===== config.mk =====
export PLATFORM = sky130hd
export DESIGN_NAME = cp0_ext
export DESIGN_NICKNAME = d
export VERILOG_FILES = /design/src/rtl/cp0_ext_pkg.sv /design/src/rtl/cp0_timer.sv /design/src/rtl/cp0_ext.sv
export SDC_FILE = /design/constraint.sdc
export NUM_CORES = 1
export LEC_CHECK = 0
export CAP_MARGIN = 30
export CORE_MARGIN = 2
export CORE_UTILIZATION = 55
export CTS_BUF_LIST = sky130_fd_sc_hd__clkbuf_8
export DETAILED_ROUTE_END_ITERATION = 10
export PLACE_DENSITY = 0.95
export SLEW_MARGIN = 10
export SYNTH_ARGS = -nofsm -noshare
export SYNTH_HDL_FRONTEND = slang
export SYNTH_HIERARCHICAL = 1
export SYNTH_SLANG_ARGS = --single-unit
export TNS_END_PERCENT = 100

===== constraint.sdc =====
create_clock -name clk -period 8.45 [get_ports clk]
set_input_delay 1.2675 -clock clk [delete_from_list [all_inputs] [get_ports clk]]
set_output_delay 1.2675 -clock clk [all_outputs]
set_load 0.05 [all_outputs]

===== src/rtl/cp0_ext_pkg.sv =====
// Shared CP0 definitions: register numbers, exception codes and status/cause field positions.
package cp0_ext_pkg;

    localparam int unsigned XLEN  = 32;
    localparam int unsigned EXC_W = 5;
    localparam int unsigned REG_W = 5;

    localparam logic [REG_W-1:0] CP0_BADVADDR = 5'd8;
    localparam logic [REG_W-1:0] CP0_COUNT    = 5'd9;
    localparam logic [REG_W-1:0] CP0_COMPARE  = 5'd11;
    localparam logic [REG_W-1:0] CP0_SR       = 5'd12;
    localparam logic [REG_W-1:0] CP0_CAUSE    = 5'd13;
    localparam logic [REG_W-1:0] CP0_EPC      = 5'd14;
    localparam logic [REG_W-1:0] CP0_PRID     = 5'd15;

    localparam logic [EXC_W-1:0] EXC_INT     = 5'd0;
    localparam logic [EXC_W-1:0] EXC_ADEL    = 5'd4;
    localparam logic [EXC_W-1:0] EXC_ADES    = 5'd5;
    localparam logic [EXC_W-1:0] EXC_SYSCALL = 5'd8;
    localparam logic [EXC_W-1:0] EXC_RI      = 5'd10;
    localparam logic [EXC_W-1:0] EXC_OV      = 5'd12;

    localparam int unsigned IE_BIT  = 0;
    localparam int unsigned EXL_BIT = 1;
    localparam int unsigned EXC_LO  = 2;
    localparam int unsigned IM_LO   = 10;
    localparam int unsigned BD_BIT  = 31;

    // Address-error exceptions are the only ones that capture BadVAddr.
    function automatic logic is_addr_exc(input logic [EXC_W-1:0] code);
        return (code == EXC_ADEL) || (code == EXC_ADES);
    endfunction

endpackage


===== src/rtl/cp0_timer.sv =====
// Count/Compare timer with prescaler and a latched compare-match pending bit.
module cp0_timer
    import cp0_ext_pkg::*;
#(
    parameter int unsigned COUNT_DIV = 1
) (
    input  logic            clk,
    input  logic            reset,
    input  logic            we_count,
    input  logic            we_compare,
    input  logic [XLEN-1:0] wdata,
    output logic [XLEN-1:0] count,
    output logic [XLEN-1:0] compare,
    output logic            pend
);

    localparam int unsigned PW = (COUNT_DIV > 1) ? $clog2(COUNT_DIV) : 1;

    logic [PW-1:0]   presc;
    logic            tick;
    logic [XLEN-1:0] count_inc;
    logic            hit;

    assign tick      = (presc == PW'(COUNT_DIV - 1));
    assign count_inc = count + 32'd1;
    // A software load of Count suppresses the increment, so it can never raise a match.
    assign hit       = tick & ~we_count & (count_inc == compare);

    always_ff @(posedge clk) begin
        if (reset) begin
            presc   <= '0;
            count   <= '0;
            compare <= '0;
            pend    <= 1'b0;
        end else begin
            if (we_count || tick) begin
                presc <= '0;
            end else begin
                presc <= presc + PW'(1);
            end

            if (we_count) begin
                count <= wdata;
            end else if (tick) begin
                count <= count_inc;
            end

            if (we_compare) begin
                compare <= wdata;
            end

            // Compare write acknowledges the interrupt and wins over a coincident match.
            if (we_compare) begin
                pend <= 1'b0;
            end else if (hit) begin
                pend <= 1'b1;
            end
        end
    end

endmodule


===== src/rtl/cp0_ext.sv =====
// CP0 beside the M stage: SR/Cause/EPC/BadVAddr, trap arbitration, mfc0 read mux and timer.
module cp0_ext
    import cp0_ext_pkg::*;
#(
    parameter int unsigned NUM_HWINT  = 6,
    parameter int unsigned TIMER_LINE = 5,
    parameter int unsigned COUNT_DIV  = 1,
    parameter logic [31:0] PRID_VAL   = 32'h0000_7C01
) (
    input  logic                 clk,
    input  logic                 reset,
    input  logic [EXC_W-1:0]     exc_code,
    input  logic [XLEN-1:0]      vpc,
    input  logic                 bd,
    input  logic [XLEN-1:0]      bad_vaddr,
    input  logic [NUM_HWINT-1:0] hw_int,
    input  logic                 eret,
    input  logic                 we,
    input  logic [REG_W-1:0]     addr,
    input  logic [XLEN-1:0]      wdata,
    output logic [XLEN-1:0]      rdata,
    output logic                 req,
    output logic [XLEN-1:0]      epc_out,
    output logic                 timer_irq
);

    logic [XLEN-1:0]      sr;
    logic [XLEN-1:0]      sr_next;
    logic [XLEN-1:0]      epc;
    logic [XLEN-1:0]      bva;
    logic                 cause_bd;
    logic [EXC_W-1:0]     cause_exc;
    logic [NUM_HWINT-1:0] cause_ip;
    logic [XLEN-1:0]      cause_val;

    logic [NUM_HWINT-1:0] irq_vec;
    logic                 timer_pend;
    logic                 int_req;
    logic                 exc_req;
    logic                 wr;
    logic [XLEN-1:0]      count;
    logic [XLEN-1:0]      compare;
    logic [XLEN-1:0]      trap_pc;

    assign irq_vec = hw_int | (NUM_HWINT'(timer_pend) << TIMER_LINE);
    assign int_req = sr[IE_BIT] & (|(sr[IM_LO +: NUM_HWINT] & irq_vec)) & ~sr[EXL_BIT];
    assign exc_req = (exc_code != EXC_INT) & ~sr[EXL_BIT];
    assign req     = int_req | exc_req;
    assign wr      = we & ~req;
    assign trap_pc = bd ? (vpc - 32'd4) : vpc;

    cp0_timer #(
        .COUNT_DIV (COUNT_DIV)
    ) u_timer (
        .clk        (clk),
        .reset      (reset),
        .we_count   (wr && (addr == CP0_COUNT)),
        .we_compare (wr && (addr == CP0_COMPARE)),
        .wdata      (wdata),
        .count      (count),
        .compare    (compare),
        .pend       (timer_pend)
    );

    assign timer_irq = timer_pend;

    // A trap wins over both the mtc0 and a coincident eret.
    always_comb begin
        sr_next = sr;
        if (req) begin
            sr_next[EXL_BIT] = 1'b1;
        end else begin
            if (wr && (addr == CP0_SR)) begin
                sr_next = wdata;
            end
            if (eret) begin
                sr_next[EXL_BIT] = 1'b0;
            end
        end
    end

    always_ff @(posedge clk) begin
        if (reset) begin
            sr        <= '0;
            epc       <= '0;
            bva       <= '0;
            cause_bd  <= 1'b0;
            cause_exc <= '0;
            cause_ip  <= '0;
        end else begin
            sr       <= sr_next;
            cause_ip <= irq_vec;
            if (req) begin
                cause_bd  <= bd;
                cause_exc <= int_req ? EXC_INT : exc_code;
                epc       <= trap_pc;
                if (!int_req && is_addr_exc(exc_code)) begin
                    bva <= bad_vaddr;
                end
            end else if (wr && (addr == CP0_EPC)) begin
                epc <= wdata;
            end
        end
    end

    always_comb begin
        cause_val                      = '0;
        cause_val[BD_BIT]              = cause_bd;
        cause_val[EXC_LO +: EXC_W]     = cause_exc;
        cause_val[IM_LO +: NUM_HWINT]  = cause_ip;
    end

    always_comb begin
        rdata = '0;
        case (addr)
            CP0_BADVADDR: rdata = bva;
            CP0_COUNT:    rdata = count;
            CP0_COMPARE:  rdata = compare;
            CP0_SR:       rdata = sr;
            CP0_CAUSE:    rdata = cause_val;
            CP0_EPC:      rdata = epc;
            CP0_PRID:     rdata = PRID_VAL;
            default:      rdata = '0;
        endcase
    end

    // ERET in the same cycle as an EPC mtc0 must see the new value.
    assign epc_out = (wr && (addr == CP0_EPC)) ? wdata : epc;

endmodule

==> results.py, run 1 <==
metrics = {
    "setup_path": {
        "arrival_ns": 5.00,
        "crit_path_start_kind": "primary input",
        "end_kind": "output pin",
        "reg2reg_depth": 12,
        "r2r_end": "u_timer/pend",
        "reg2reg_slack_ns": 4.46,
        "required_ns": 7.18,
        "path_class": "in2out",
        "path_max_fanout": 27,
        "crit-reg2reg-launch": "u_timer/pend",
        "cp-endpoint": "epc_out[7]",
        "crit_start": "exc_code[1]",
    },
    "logic_synthesis": {
        "ys.flop_type": "dfxtp_1",
        "synth_edf_count": 0,
        "synthTopCellsByCount": "174 x dfxtp_1, 151 x nor2_1, 135 x nand2_1",
        "ys_ff_latch": 174,
        "synth_cells": 1203,
        "syn_avg_cell_area_sq_um": 8.29,
        "syn_area_sq_um": 9970,
        "ys_seq_area_share_pct": 34.9,
        "synth_area_leaders": "dfxtp_1 35%, mux2i_1 7.5%, xnor2_1 6.2%, nor2_1 5.7%, nand2_1 5.1%",
        "synth.distinct_cells": 65,
        "synth.net_count": 1322,
        "yosys.area.top_type": "dfxtp_1",
        "synth_top_area_share_pct": 34.9,
        "yosysWarnings": 6,
        "synthArstFlopShare_pct": 0,
        "yosys.cell_count.top_type": "dfxtp_1",
    },
    "clock_tree": {
        "cts_setup_buffers": 0,
        "cts_tree": "built",
        "root_buffer": "clkbuf_8",
        "cts-buffers-inserted": 17,
        "clock-sinks": 174,
        "clk_pin_slew_ns": 0.08,
        "cts_hold_buf": 0,
        "htree_levels": 4,
        "clockBufferDepth": 2,
        "clk_latency_ns": 0.47,
        "post_cts_resize_count": 0,
    },
    "pwr": {
        "ir_drop_uv": 106,
        "leakage_uw": 0.00435,
        "intPower_uw": 1300,
        "p_switching_uw": 541,
        "swShare_pct": 29.4,
        "p_clk_share_pct": 34.2,
        "power.share.sequential_pct": 47.8,
        "powerDensity_nw_per_um2": 151,
        "comb_power_share_pct": 18.0,
    },
    "sta": {
        "fmax_mhz": 160,
        "setup_viol": 0,
        "rsz0062_at_grt": "false",
        "fin_skew_ns": 0.0127,
        "finalCriticalPeriod_ns": 6.27,
        "max-slew-margin-rel_pct": 36.4,
        "worst_pin_slew_ns": 0.954,
        "setup_slack_ns": 2.18,
        "slew_violations": 0,
        "hold_viol_final": 0,
        "fin_crit_sh_pct": 74.2,
        "tns_ns": 0,
    },
    "drt": {
        "drt_wl_total_mm": 33.7,
        "drt-vias-per-instance": 6.59,
        "drtPass1Iterations": 8,
        "num_vias": 10300,
        "drt_iter0_markers": 1745,
        "drc_errors": 0,
        "drtAntennaViolNets": 0,
        "wl_per_cell_um": 21.5,
    },
    "run": {
        "max-cap-violations": 0,
    },
    "floorplanning": {
        "initial_core_util_pct": 55.7,
        "die_w_um": 139,
        "die_y_um": 139,
        "pin_count": 183,
        "fp-row-count": 49,
        "dieArea_sq_um": 19200,
        "core-area_sq_um": 17900,
    },
    "cells_and_area": {
        "postLayoutCoreUtil_pct": 68.3,
        "area_growth_pct": 22.6,
        "n_fill_cell": 1306,
        "nets": 1445,
        "drive_gt1_share_pct": 9.26,
        "n_antenna_cell": 0,
        "instances_no_fill": 1568,
    },
    "placement": {
        "dp_hpwl_mm": 23.8,
        "portBuffers": 182,
        "placedCellCount": 1536,
        "pre_cts_ws_ns": 2.30,
        "routabilityCongestion": 0.980,
    },
    "global_route": {
        "grt_pass1_wl_mm": 52.2,
        "grt_pass1_vias": 9672,
        "grt_max_degree": 88,
        "grt_use_total_pct": 33.6,
        "antenna_found_initial": 0,
        "grt_overflow_total": 0,
    },
    "run_status": {
        "status": "finished clean",
    },
    "min_path": {
        "holdPathStages": 2,
        "holdCritPathClass": "reg2reg",
    },
}
state kept, by name, summed over array words and instances, names as in the netlist:
register and flops:
epc 32, u_timer/presc 1, cause_bd 1, cause_ip 6, cause_exc 5, u_timer/pend 1
sr 32, bva 32, u_timer/compare 32, u_timer/count 32
cell usage in the layout (no fill, tap or decap), types with 5 or more instances in the layout:
cell type	synthesis	layout
a21oi_1	61	61
buf_4	8	40
nor2_1	151	151
or3_1	5	5
mux2_1	9	9
nand2_1	135	135
and3_1	29	28
dfxtp_1	174	174
mux2i_1	75	75
mux2_2	23	23
a22oi_1	52	52
clkdlybuf4s50_1	0	158
inv_1	5	7
nand2b_1	7	7
a311oi_1	13	13
nor2b_1	7	7
a211oi_1	50	50
xor2_1	32	32
nand3_1	36	36
clkbuf_8	0	17
nand3b_1	5	5
nor3b_1	8	7
xnor2_1	71	71
nor4_1	22	21
a222oi_1	21	21
nand4_1	19	19
o21ai_0	14	14
nor3_1	22	20
cells by family after synthesis:
kind of cell | after synthesis | synth area share (%)
compound gates | 227 | 16.1
buf+inv | 103 | 4.38
fa+ha+maj | 2 | 0.251
other cells | 1 | 0.0376
flops | 174 | 34.9
simple gates | 486 | 24.1
xor+xnor | 103 | 9.05
mux | 107 | 11.1
critical path, stage by stage:
cell	delay [ns]
clkdlybuf4s50_1	0.45
nor3_1	0.33
a21oi_1	0.36
nor2_4	0.63
inv_2	0.10
nor2_2	0.55
buf_8	0.25
mux2_1	0.35
clkdlybuf4s50_1	0.71
power by group through the flow:
stage / Combinational [uW] / Sequential (uW) / Clock, uW
2_1_floorplan: 185 / 882 / 0
3_3_place_gp: 314 / 899 / 0
3_5_place_dp: 324 / 897 / 0
4_1_cts: 326 / 878 / 627
5_1_grt: 346 / 882 / 662
6_report: 331 / 880 / 630
cell type report:
class                      count  area, sq um  area share, %
clock buffer                  17          234           1.91
clock inverter                15          193           1.58
inverter                       7         26.3          0.215
multi-input combinational    926         6080           49.7
sequential                   174         3480           28.5
tap                          229          287           2.34
timing repair buffer         200         1920           15.7
metal layers:
| layer | vias to the layer above | GRT usage, % | routed length, um |
|---|---|---|---|
| li1 | 4605 | - | - |
| met1 | 4800 | 45.4 | 13100 |
| met2 | 791 | 50.9 | 15000 |
| met3 | 136 | 8.46 | 4070 |
| met4 | 0 | 15.5 | 1490 |
| met5 | - | 0 | 0 |
metrics by stage:
stage | power (uW) | hold slack [ns] | instance area, sq um
finish | 1840 | 0.466 | 12200
CTS | 1830 | 0.463 | 12200
global route | 1890 | 0.479 | 12200
global placement | 1210 | 0.442 | 11800
detailed placement | 1220 | 0.451 | 11800
floorplan | 1070 | 0.432 | 9970
worst min-delay path by stage:
stage              from  slack, ns  endpoint
3_5_place_dp     bva[9]       0.45    bva[9]
6_report         bva[2]       0.47    bva[2]
3_3_place_gp     bva[8]       0.44    bva[8]
2_1_floorplan  cause_bd       0.43  cause_bd
4_1_cts          bva[2]       0.46    bva[2]
5_1_grt          bva[2]       0.48    bva[2]
(Power assumes the default switching activity.)
==> inputs of run 2 (changes only) <==
Clock period 8.45 ns to 5.85 ns, I/O delays scaled along.
==> results.py, run 2 (synthesized netlist as in run 1, its figures left out) <==
metrics = {
    "sta": {
        "setup_viol": 0,
        "fmax_mhz": 207,
        "rsz0062_at_grt": "false",
        "fin_crit_sh_pct": 82.6,
        "fin_skew_ns": 0.00911,
        "max-slew-margin-rel_pct": 40.6,
        "tns_ns": 0,
        "hold_viol_final": 0,
        "slew_violations": 0,
        "finalCriticalPeriod_ns": 4.83,
        "worst_pin_slew_ns": 0.891,
    },
    "drt": {
        "drt_iter0_markers": 1843,
        "drt_wl_total_mm": 33.1,
        "drc_errors": 0,
        "wl_per_cell_um": 21.1,
        "drtPass1Iterations": 10,
        "num_vias": 10400,
        "drtAntennaViolNets": 0,
        "drt-vias-per-instance": 6.59,
    },
    "setup_path": {
        "arrival_ns": 3.96,
        "path_max_fanout": 24,
        "crit_path_start_kind": "primary input",
        "end_kind": "output pin",
        "path_class": "in2out",
        "required_ns": 4.97,
    },
    "run": {
        "max-cap-violations": 0,
    },
    "cells_and_area": {
        "area_growth_pct": 24.8,
        "nets": 1449,
        "layout_common_cells": "174 x dfxtp_1, 151 x nor2_1, 149 x clkdlybuf4s50_1",
        "layout_commonest_cell": "dfxtp_1",
        "drive_gt1_share_pct": 10.3,
        "n_antenna_cell": 0,
        "postLayoutCoreUtil_pct": 69.5,
    },
    "min_path": {
        "holdCritPathClass": "reg2reg",
    },
    "placement": {
        "dp_hpwl_mm": 24.4,
        "routabilityCongestion": 1.08,
        "portBuffers": 182,
    },
    "run_status": {
        "status": "finished clean",
    },
    "floorplanning": {
        "die_y_um": 139,
        "initial_core_util_pct": 55.7,
        "dieArea_sq_um": 19200,
        "pin_count": 183,
        "fp-row-count": 49,
        "core-area_sq_um": 17900,
        "die_w_um": 139,
    },
    "global_route": {
        "antenna_found_initial": 0,
        "grt_max_degree": 84,
        "grt_overflow_total": 0,
        "grt_pass1_vias": 9537,
        "grt_use_total_pct": 33.2,
        "grt_pass1_wl_mm": 51.3,
    },
    "clock_tree": {
        "cts-buffers-inserted": 17,
        "root_buffer": "clkbuf_8",
        "cts_hold_buf": 0,
        "clockBufferDepth": 2,
        "cts_tree": "built",
        "clock-sinks": 174,
        "clk_latency_ns": 0.47,
        "cts_setup_buffers": 0,
        "post_cts_resize_count": 0,
        "clk_pin_slew_ns": 0.09,
        "htree_levels": 4,
    },
    "pwr": {
        "ir_drop_uv": 150,
        "leakage_uw": 0.00442,
        "powerDensity_nw_per_um2": 206,
    },
}
-- run 2: changes by cell type in the layout (fill, tap and decap cells not counted), sizes merged --
cell | previous run | this run
clkinvlp | 2 | 6
inv | 12 | 11
clkdlybuf4s50 | 158 | 149
clkbuf | 17 | 19
clkinv | 4 | 3
buf | 42 | 55
bufinv | 4 | 0
-- run 2: layer usage --
metal,vias to the layer above,track usage (%),routed length (um)
met4,0,13.2,1250
li1,4613,-,-
met1,4884,44.4,13200
met3,114,7.77,3800
met2,753,52.2,14900
met5,-,0,0
-- run 2: final timing paths --
| kind | startpoint | endpoint | slack, ns | cells past startpoint |
|---|---|---|---|---|
| worst max-delay path | addr[0] | rdata[31] | 1.02 | 7 |
| worst min-delay path | bva[26] | bva[26] | 0.46 | 2 |
| worst max register to register | u_timer/pend | u_timer/pend | 2.29 | 11 |
| worst min register to register | bva[26] | bva[26] | 0.46 | 2 |
-- run 2: metrics by stage --
stage | total power, uW | cell area, sq um | setup slack (ns) | cells | hold slack (ns)
5_1_grt | 2640 | 12400 | 0.971 | 1572 | 0.484
4_1_cts | 2560 | 12400 | 1.12 | 1572 | 0.462
3_3_place_gp | 1810 | 12100 | 1.17 | 1538 | 0.442
2_1_floorplan | 1540 | 9970 | 2.32 | 1203 | 0.432
6_report | 2570 | 12400 | 1.02 | 1572 | 0.464
3_5_place_dp | 1820 | 12100 | 1.13 | 1540 | 0.448
-- run 2: where the power goes --
group	internal (uW)	switching (uW)
sequential	1220	47.3
combinational	235	298
clock	315	450
-- run 2: cell type report --
| cell class | instances | area (sq um) |
|---|---|---|
| clock buffer | 19 | 262 |
| clock inverter | 13 | 90.1 |
| fill | 1351 | 5450 |
| inverter | 7 | 26.3 |
| multi-input combinational | 926 | 6080 |
| sequential | 174 | 3480 |
| tap | 229 | 287 |
| timing repair buffer | 204 | 2220 |
-- run 2: critical path, cell delays in order --
cell and delay (ns):
clkdlybuf4s50_1 0.65, nand2b_1 0.17, nor3_2 0.59, buf_4 0.42
a22oi_1 0.23, nand3_1 0.12, clkdlybuf4s50_1 0.87
